==> src/rtl/iop_mem_bridge.sv <==
// Data-side bridge from the r408 IOP byte read/write ports to the 32-bit word bus.
// One posted write buffer, one read line buffer, and a bus watchdog.
module iop_mem_bridge #(
   parameter int unsigned ADDR_W  = 21,
   parameter int unsigned TIMEOUT = 255
) (
   input  logic                sysclk,
   input  logic                sysrst,
   input  logic [ADDR_W-1:0]   iop_raddr,
   input  logic                iop_rd,
   output logic [7:0]          iop_rdata,
   output logic                iop_rwait,
   input  logic [ADDR_W-1:0]   iop_waddr,
   input  logic [7:0]          iop_wdata,
   input  logic                iop_wr,
   output logic                iop_wwait,
   output logic                mem_req,
   output logic                mem_we,
   output logic [ADDR_W-3:0]   mem_addr,
   output logic [3:0]          mem_be,
   output logic [31:0]         mem_wdata,
   input  logic [31:0]         mem_rdata,
   input  logic                mem_ack,
   input  logic                rbuf_flush,
   output logic                bus_err,
   input  logic                err_clr
);
   localparam int unsigned WA_W  = ADDR_W - 2;
   localparam int unsigned CNT_W = 8;

   typedef enum logic [1:0] {IDLE = 2'd0, RD = 2'd1, WR = 2'd2} state_t;

   state_t              state, state_d;
   logic                wbuf_valid, wbuf_valid_d;
   logic [ADDR_W-1:0]   wbuf_addr, wbuf_addr_d;
   logic [7:0]          wbuf_data, wbuf_data_d;
   logic                rbuf_valid, rbuf_valid_d;
   logic [WA_W-1:0]     rbuf_tag, rbuf_tag_d;
   logic [31:0]         rbuf_data, rbuf_data_d;
   logic [CNT_W-1:0]    cnt, cnt_d;
   logic                bus_err_d;
   logic                mem_req_d, mem_we_d;
   logic [WA_W-1:0]     mem_addr_d;
   logic [3:0]          mem_be_d;
   logic [31:0]         mem_wdata_d;

   logic                hit, wr_accept, timeout;
   logic [4:0]          rsel;

   // Core-facing handshake is combinational so a line-buffer hit costs no cycle.
   assign hit       = iop_rd & rbuf_valid & (rbuf_tag == iop_raddr[ADDR_W-1:2]) & ~wbuf_valid;
   assign rsel      = {iop_raddr[1:0], 3'b000};
   assign iop_rdata = hit ? rbuf_data[rsel +: 8] : 8'h00;
   assign iop_rwait = iop_rd & ~hit;
   assign iop_wwait = iop_wr & wbuf_valid;
   assign wr_accept = iop_wr & ~wbuf_valid;
   assign timeout   = (cnt == CNT_W'(TIMEOUT - 1));

   always_comb begin
      state_d      = state;
      wbuf_valid_d = wbuf_valid;
      wbuf_addr_d  = wbuf_addr;
      wbuf_data_d  = wbuf_data;
      rbuf_valid_d = rbuf_valid;
      rbuf_tag_d   = rbuf_tag;
      rbuf_data_d  = rbuf_data;
      cnt_d        = cnt;
      bus_err_d    = bus_err;
      mem_req_d    = mem_req;
      mem_we_d     = mem_we;
      mem_addr_d   = mem_addr;
      mem_be_d     = mem_be;
      mem_wdata_d  = mem_wdata;

      if (wr_accept) begin
         wbuf_valid_d = 1'b1;
         wbuf_addr_d  = iop_waddr;
         wbuf_data_d  = iop_wdata;
      end
      if (err_clr) bus_err_d = 1'b0;

      unique case (state)
         IDLE: begin
            // A write accepted this cycle holds off the read so it drains first.
            if (wbuf_valid) begin
               state_d     = WR;
               mem_req_d   = 1'b1;
               mem_we_d    = 1'b1;
               mem_addr_d  = wbuf_addr[ADDR_W-1:2];
               mem_be_d    = 4'b0001 << wbuf_addr[1:0];
               mem_wdata_d = {4{wbuf_data}};
               cnt_d       = '0;
            end else if (iop_rwait & ~iop_wr) begin
               state_d    = RD;
               mem_req_d  = 1'b1;
               mem_we_d   = 1'b0;
               mem_addr_d = iop_raddr[ADDR_W-1:2];
               mem_be_d   = 4'hF;
               cnt_d      = '0;
            end
         end
         RD: begin
            if (mem_ack | timeout) begin
               rbuf_data_d  = mem_ack ? mem_rdata : 32'hFFFF_FFFF;
               rbuf_tag_d   = mem_addr;
               rbuf_valid_d = 1'b1;
               mem_req_d    = 1'b0;
               bus_err_d    = bus_err_d | ~mem_ack;
               state_d      = IDLE;
            end else begin
               cnt_d = cnt + CNT_W'(1);
            end
         end
         WR: begin
            if (mem_ack | timeout) begin
               if (mem_ack && rbuf_valid && (rbuf_tag == mem_addr))
                  rbuf_data_d[{wbuf_addr[1:0], 3'b000} +: 8] = wbuf_data;
               wbuf_valid_d = 1'b0;
               mem_req_d    = 1'b0;
               bus_err_d    = bus_err_d | ~mem_ack;
               state_d      = IDLE;
            end else begin
               cnt_d = cnt + CNT_W'(1);
            end
         end
         default: state_d = IDLE;
      endcase

      // Flush overrides any fill in the same cycle, forcing a re-fetch.
      if (rbuf_flush) rbuf_valid_d = 1'b0;
   end

   always_ff @(posedge sysclk) begin
      if (sysrst) begin
         state      <= IDLE;
         wbuf_valid <= 1'b0;
         wbuf_addr  <= '0;
         wbuf_data  <= '0;
         rbuf_valid <= 1'b0;
         rbuf_tag   <= '0;
         rbuf_data  <= '0;
         cnt        <= '0;
         bus_err    <= 1'b0;
         mem_req    <= 1'b0;
         mem_we     <= 1'b0;
         mem_addr   <= '0;
         mem_be     <= '0;
         mem_wdata  <= '0;
      end else begin
         state      <= state_d;
         wbuf_valid <= wbuf_valid_d;
         wbuf_addr  <= wbuf_addr_d;
         wbuf_data  <= wbuf_data_d;
         rbuf_valid <= rbuf_valid_d;
         rbuf_tag   <= rbuf_tag_d;
         rbuf_data  <= rbuf_data_d;
         cnt        <= cnt_d;
         bus_err    <= bus_err_d;
         mem_req    <= mem_req_d;
         mem_we     <= mem_we_d;
         mem_addr   <= mem_addr_d;
         mem_be     <= mem_be_d;
         mem_wdata  <= mem_wdata_d;
      end
   end
endmodule

==> config.mk <==
export PLATFORM = sky130hd
export DESIGN_NAME = iop_mem_bridge
export DESIGN_NICKNAME = d
export VERILOG_FILES = /design/src/rtl/iop_mem_bridge.sv
export SDC_FILE = /design/constraint.sdc
export NUM_CORES = 1
export LEC_CHECK = 0
export CAP_MARGIN = 20
export CORE_UTILIZATION = 46
export CTS_CLUSTER_SIZE = 20
export DETAILED_ROUTE_END_ITERATION = 8
export PLACE_DENSITY = 0.77
export SYNTH_ARGS = -nofsm -noshare
export SYNTH_HDL_FRONTEND = slang
export SYNTH_SLANG_ARGS = --single-unit
export TNS_END_PERCENT = 30
==> constraint.sdc <==
create_clock -name sysclk -period 2.05 [get_ports sysclk]
set_input_delay 0.41 -clock sysclk [delete_from_list [all_inputs] [get_ports sysclk]]
set_output_delay 0.41 -clock sysclk [all_outputs]
set_load 0.05 [all_outputs]
==> flow_metrics.tcl <==
set metrics [dict create \
    synthMostInstantiatedCell "sky130_fd_sc_hd__dfxtp_1" \
    start_util_pct 47.04 \
    grt_setup_unrepaired "true" \
    cellLeakagePower_nw 4.517 \
    cts-hold-fix-buffers 0 \
    vias_in_the_first_global_route 6528 \
    layout.cell_area.non_filler_sq_um 10400 \
    flow.area_growth_from_synthesis_pct 52.70 \
    tritoncts_num_sinks 126 \
    wirelength_um 22940 \
    synth.largest_area_cell "sky130_fd_sc_hd__dfxtp_1" \
    route.met3.wl_um 1986 \
    endpoint_kind "primary output" \
    max_cap_violations 0 \
    max-clock-path-buffers 2 \
    fp.dieH_um 123.7 \
    worst_ep_arrival_time_ps 2200 \
    area_of_the_die_sq_um 15300 \
    hold_violations 0 \
    core_region_area_sq_um 14480 \
    nets 1103 \
    drt_first_pass_iters 5 \
    criticalPathCategory "flop to primary output" \
    status "finished, violations left" \
    placed_insts 1162 \
    fin_cells 1201 \
    detail_route.drc_violations 0 \
    detailed_place_hpwl_um 14740 \
    cp_common_cell "sky130_fd_sc_hd__buf_12" \
    critical_path_fanout_max 8 \
    place.gp.congestion 0.9091 \
    dominantRegCellSynth "sky130_fd_sc_hd__dfxtp_1" \
    detail_route.wirelength.met1_um 9048 \
    slowest_delay_ps 370 \
    detailroute.via_count 6882 \
    synth_fp_nets 916 \
    tritoncts "yes" \
    grt_remaining_overflow 0 \
    crit_slowest_cell "sky130_fd_sc_hd__nor4_4" \
    max-slew-margin-rel_pct 60.09 \
    cts.reportedPaths.clkPinSlew_ps 60 \
    yosys-top-cells-count "sky130_fd_sc_hd__dfxtp_1, sky130_fd_sc_hd__a21oi_1, sky130_fd_sc_hd__nand2_1, sky130_fd_sc_hd__inv_1, sky130_fd_sc_hd__nor2b_1" \
    core.rowCount 44 \
    globalRouteTotalUtil_pct 28.60 \
    post_drt_via_cell_ratio 5.730 \
    synthesis.area_sq_um 6812 \
    utilization_pct 71.84 \
    routed_wire_length_on_met2_um 10990 \
    htree_levels 4 \
    yosysTopAreaCellShare_pct 37.03 \
    grt_first_pass_wirelength_um 33300 \
    drv_slew 0 \
    fin_crit_ps 2609 \
    max_clock_freq_mhz 383.3 \
    n_antenna_cell 0 \
    synth_seq_area_share_pct 37.03 \
    worstSetupStartpointType "flop" \
    power_density_nw_per_um2 822.1 \
    drtAntennaViolNets 0 \
    largest_net_degree_at_the_start_of_global_routing 37 \
    synth.ff_latch_count 126 \
    number_of_primary_i_o_pins 157 \
    tightestPinTransition_ps 595.4 \
    wl_per_cell_um 19.10 \
    antenna_violations_before_repair 1 \
    holdCritPathClass "input pin to flop" \
    placement_stage_cell_area_sq_um 9208 \
    cts_inserted_buffers 17 \
    fp.dieW_um 123.7 \
    drt_initial_violations 567 \
    worst_clock_skew_ps 9.247 \
    insertion_delay_ps 420 \
    synth.top_cells.by_area "sky130_fd_sc_hd__dfxtp_1, sky130_fd_sc_hd__a21oi_1, sky130_fd_sc_hd__nand2_1, sky130_fd_sc_hd__mux2_2, sky130_fd_sc_hd__nor2b_1" \
    place.port_buffers 156 \
    dr.max_layer_used "met5" \
    finalWorstSetupSlack_ps -559.1 \
    postSynth.asyncResetShare_pct 0 \
    violations "negative setup slack" \
    synth.lib_cells_used.distinct 57 \
    syn_inst 817 \
    worst_ep_required_time_ps 1640 \
    setup_viol_count_final 51 \
    min_period_over_period_pct 127.3 \
    path_cells "xnor2_2, nand4_1, nor4_4, nand3_4, buf_12, nor2b_4, buf_12" \
    drive_gt1_share_pct 26.94 \
    yosys_warnings 0 \
    syn-mean-instance-area_sq_um 8.337 \
    power.ir.vdd_worst_v 0.0006605 \
    synth_edf_count 0 \
    clockRootBuffer "sky130_fd_sc_hd__clkbuf_16" \
]
[cell type report]
class / count / area (sq um)
Inverter: 42 / 157.7
Tap cell: 184 / 230.2
Fill cell: 1006 / 4078
Clock inverter: 10 / 183.9
Clock buffer: 22 / 474.2
Timing Repair Buffer: 247 / 2479
Multi-Input combinational cell: 570 / 4328
Sequential cell: 126 / 2549
[critical path, delay by kind of cell (launching register included)]
kind	cells	cell delay, ps
XOR/XNOR	1	260
buffers and inverters	2	330
flip-flops	1	360
AND/OR/NAND/NOR	4	810
[path summary, 6_finish.rpt]
check,start,endpoint,slack (ps),cells after the start
worst max-delay path,rbuf_tag[16],iop_rdata[1],-560,7
worst min-delay path,iop_raddr[2],mem_addr[0],420,3
worst max register to register,rbuf_tag[16],mem_addr[6],-140,7
worst min register to register,wbuf_addr[9],wbuf_addr[9],460,2
[cells by family after synthesis]
kind of cell,share of synthesized area (%)
flops,37.03
xor+xnor,4.886
compound gates,17.10
simple gates,20.04
fa+ha+maj,1.837
buf+inv,8.376
mux,10.73
[registers in the layout, indices dropped and copies added (netlist names)]
name        flops
wbuf_valid      1
mem_wdata       8
rbuf_data      32
mem_we          1
wbuf_data       8
mem_be          4
rbuf_valid      1
mem_addr       19
state           2
mem_req         1
rbuf_tag       19
bus_err         1
wbuf_addr      21
cnt             8
[layer usage]
layer | vias up | global-route usage, %
met5 | - | 0
li1 | 3194 | -
met3 | 79 | 6.273
met1 | 3270 | 35.93
met2 | 335 | 47.08
met4 | 4 | 12.20
[what timing repair did]
action                                  CTS  global route
endpoints found under the setup margin  103            81
buffers inserted                          0             7
gates resized for setup                  60            86
pin swaps                                 7            14
[where the power goes]
part / total [mW] / switching, mW / internal [mW] / leakage, nW
Combinational: 2.34 / 1.33 / 1.00 / 3.16
Clock: 3.38 / 1.13 / 2.25 / 0.316
Sequential: 2.84 / 0.205 / 2.63 / 1.04
Total: 8.55 / 2.67 / 5.88 / 4.52
[stage by stage]
stage / setup WS (ps) / total power [mW] / setup TNS, ps / hold WS [ps]
2_1_floorplan: -20.21 / 4.123 / -162.9 / 436.0
3_3_place_gp: -624.6 / 4.891 / -24700 / 443.0
3_5_place_dp: -655.5 / 4.928 / -27180 / 447.5
4_1_cts: -465.6 / 8.281 / -4187 / 432.0
5_1_grt: -594.5 / 8.818 / -7000 / 427.3
6_report: -559.1 / 8.550 / -5719 / 423.7
[placed cells by master (no fill, tap or decap), types with 8 or more instances in the layout]
master | synthesis | routed
sky130_fd_sc_hd__dfxtp_1 | 126 | 105
sky130_fd_sc_hd__nor4_2 | 1 | 9
sky130_fd_sc_hd__ha_1 | 10 | 9
sky130_fd_sc_hd__mux2i_1 | 19 | 19
sky130_fd_sc_hd__buf_4 | 24 | 79
sky130_fd_sc_hd__buf_12 | 0 | 19
sky130_fd_sc_hd__nor2b_4 | 0 | 8
sky130_fd_sc_hd__nor4_4 | 0 | 11
sky130_fd_sc_hd__nand4_1 | 11 | 11
sky130_fd_sc_hd__dfxtp_2 | 0 | 21
sky130_fd_sc_hd__nor3_1 | 9 | 8
sky130_fd_sc_hd__a32o_1 | 8 | 8
sky130_fd_sc_hd__a211oi_1 | 20 | 11
sky130_fd_sc_hd__nor2b_1 | 42 | 33
sky130_fd_sc_hd__a211oi_2 | 0 | 9
sky130_fd_sc_hd__clkbuf_16 | 0 | 17
sky130_fd_sc_hd__nor2_1 | 37 | 37
sky130_fd_sc_hd__xnor2_1 | 28 | 17
sky130_fd_sc_hd__xnor2_2 | 0 | 8
sky130_fd_sc_hd__dlygate4sd2_1 | 0 | 43
sky130_fd_sc_hd__inv_1 | 42 | 42
sky130_fd_sc_hd__nand2_1 | 121 | 121
sky130_fd_sc_hd__mux4_2 | 8 | 8
sky130_fd_sc_hd__a21oi_1 | 123 | 123
sky130_fd_sc_hd__mux2_2 | 32 | 32
sky130_fd_sc_hd__dlymetal6s2s_1 | 0 | 24
sky130_fd_sc_hd__clkdlybuf4s50_1 | 0 | 76
(Power assumes the default switching activity.)
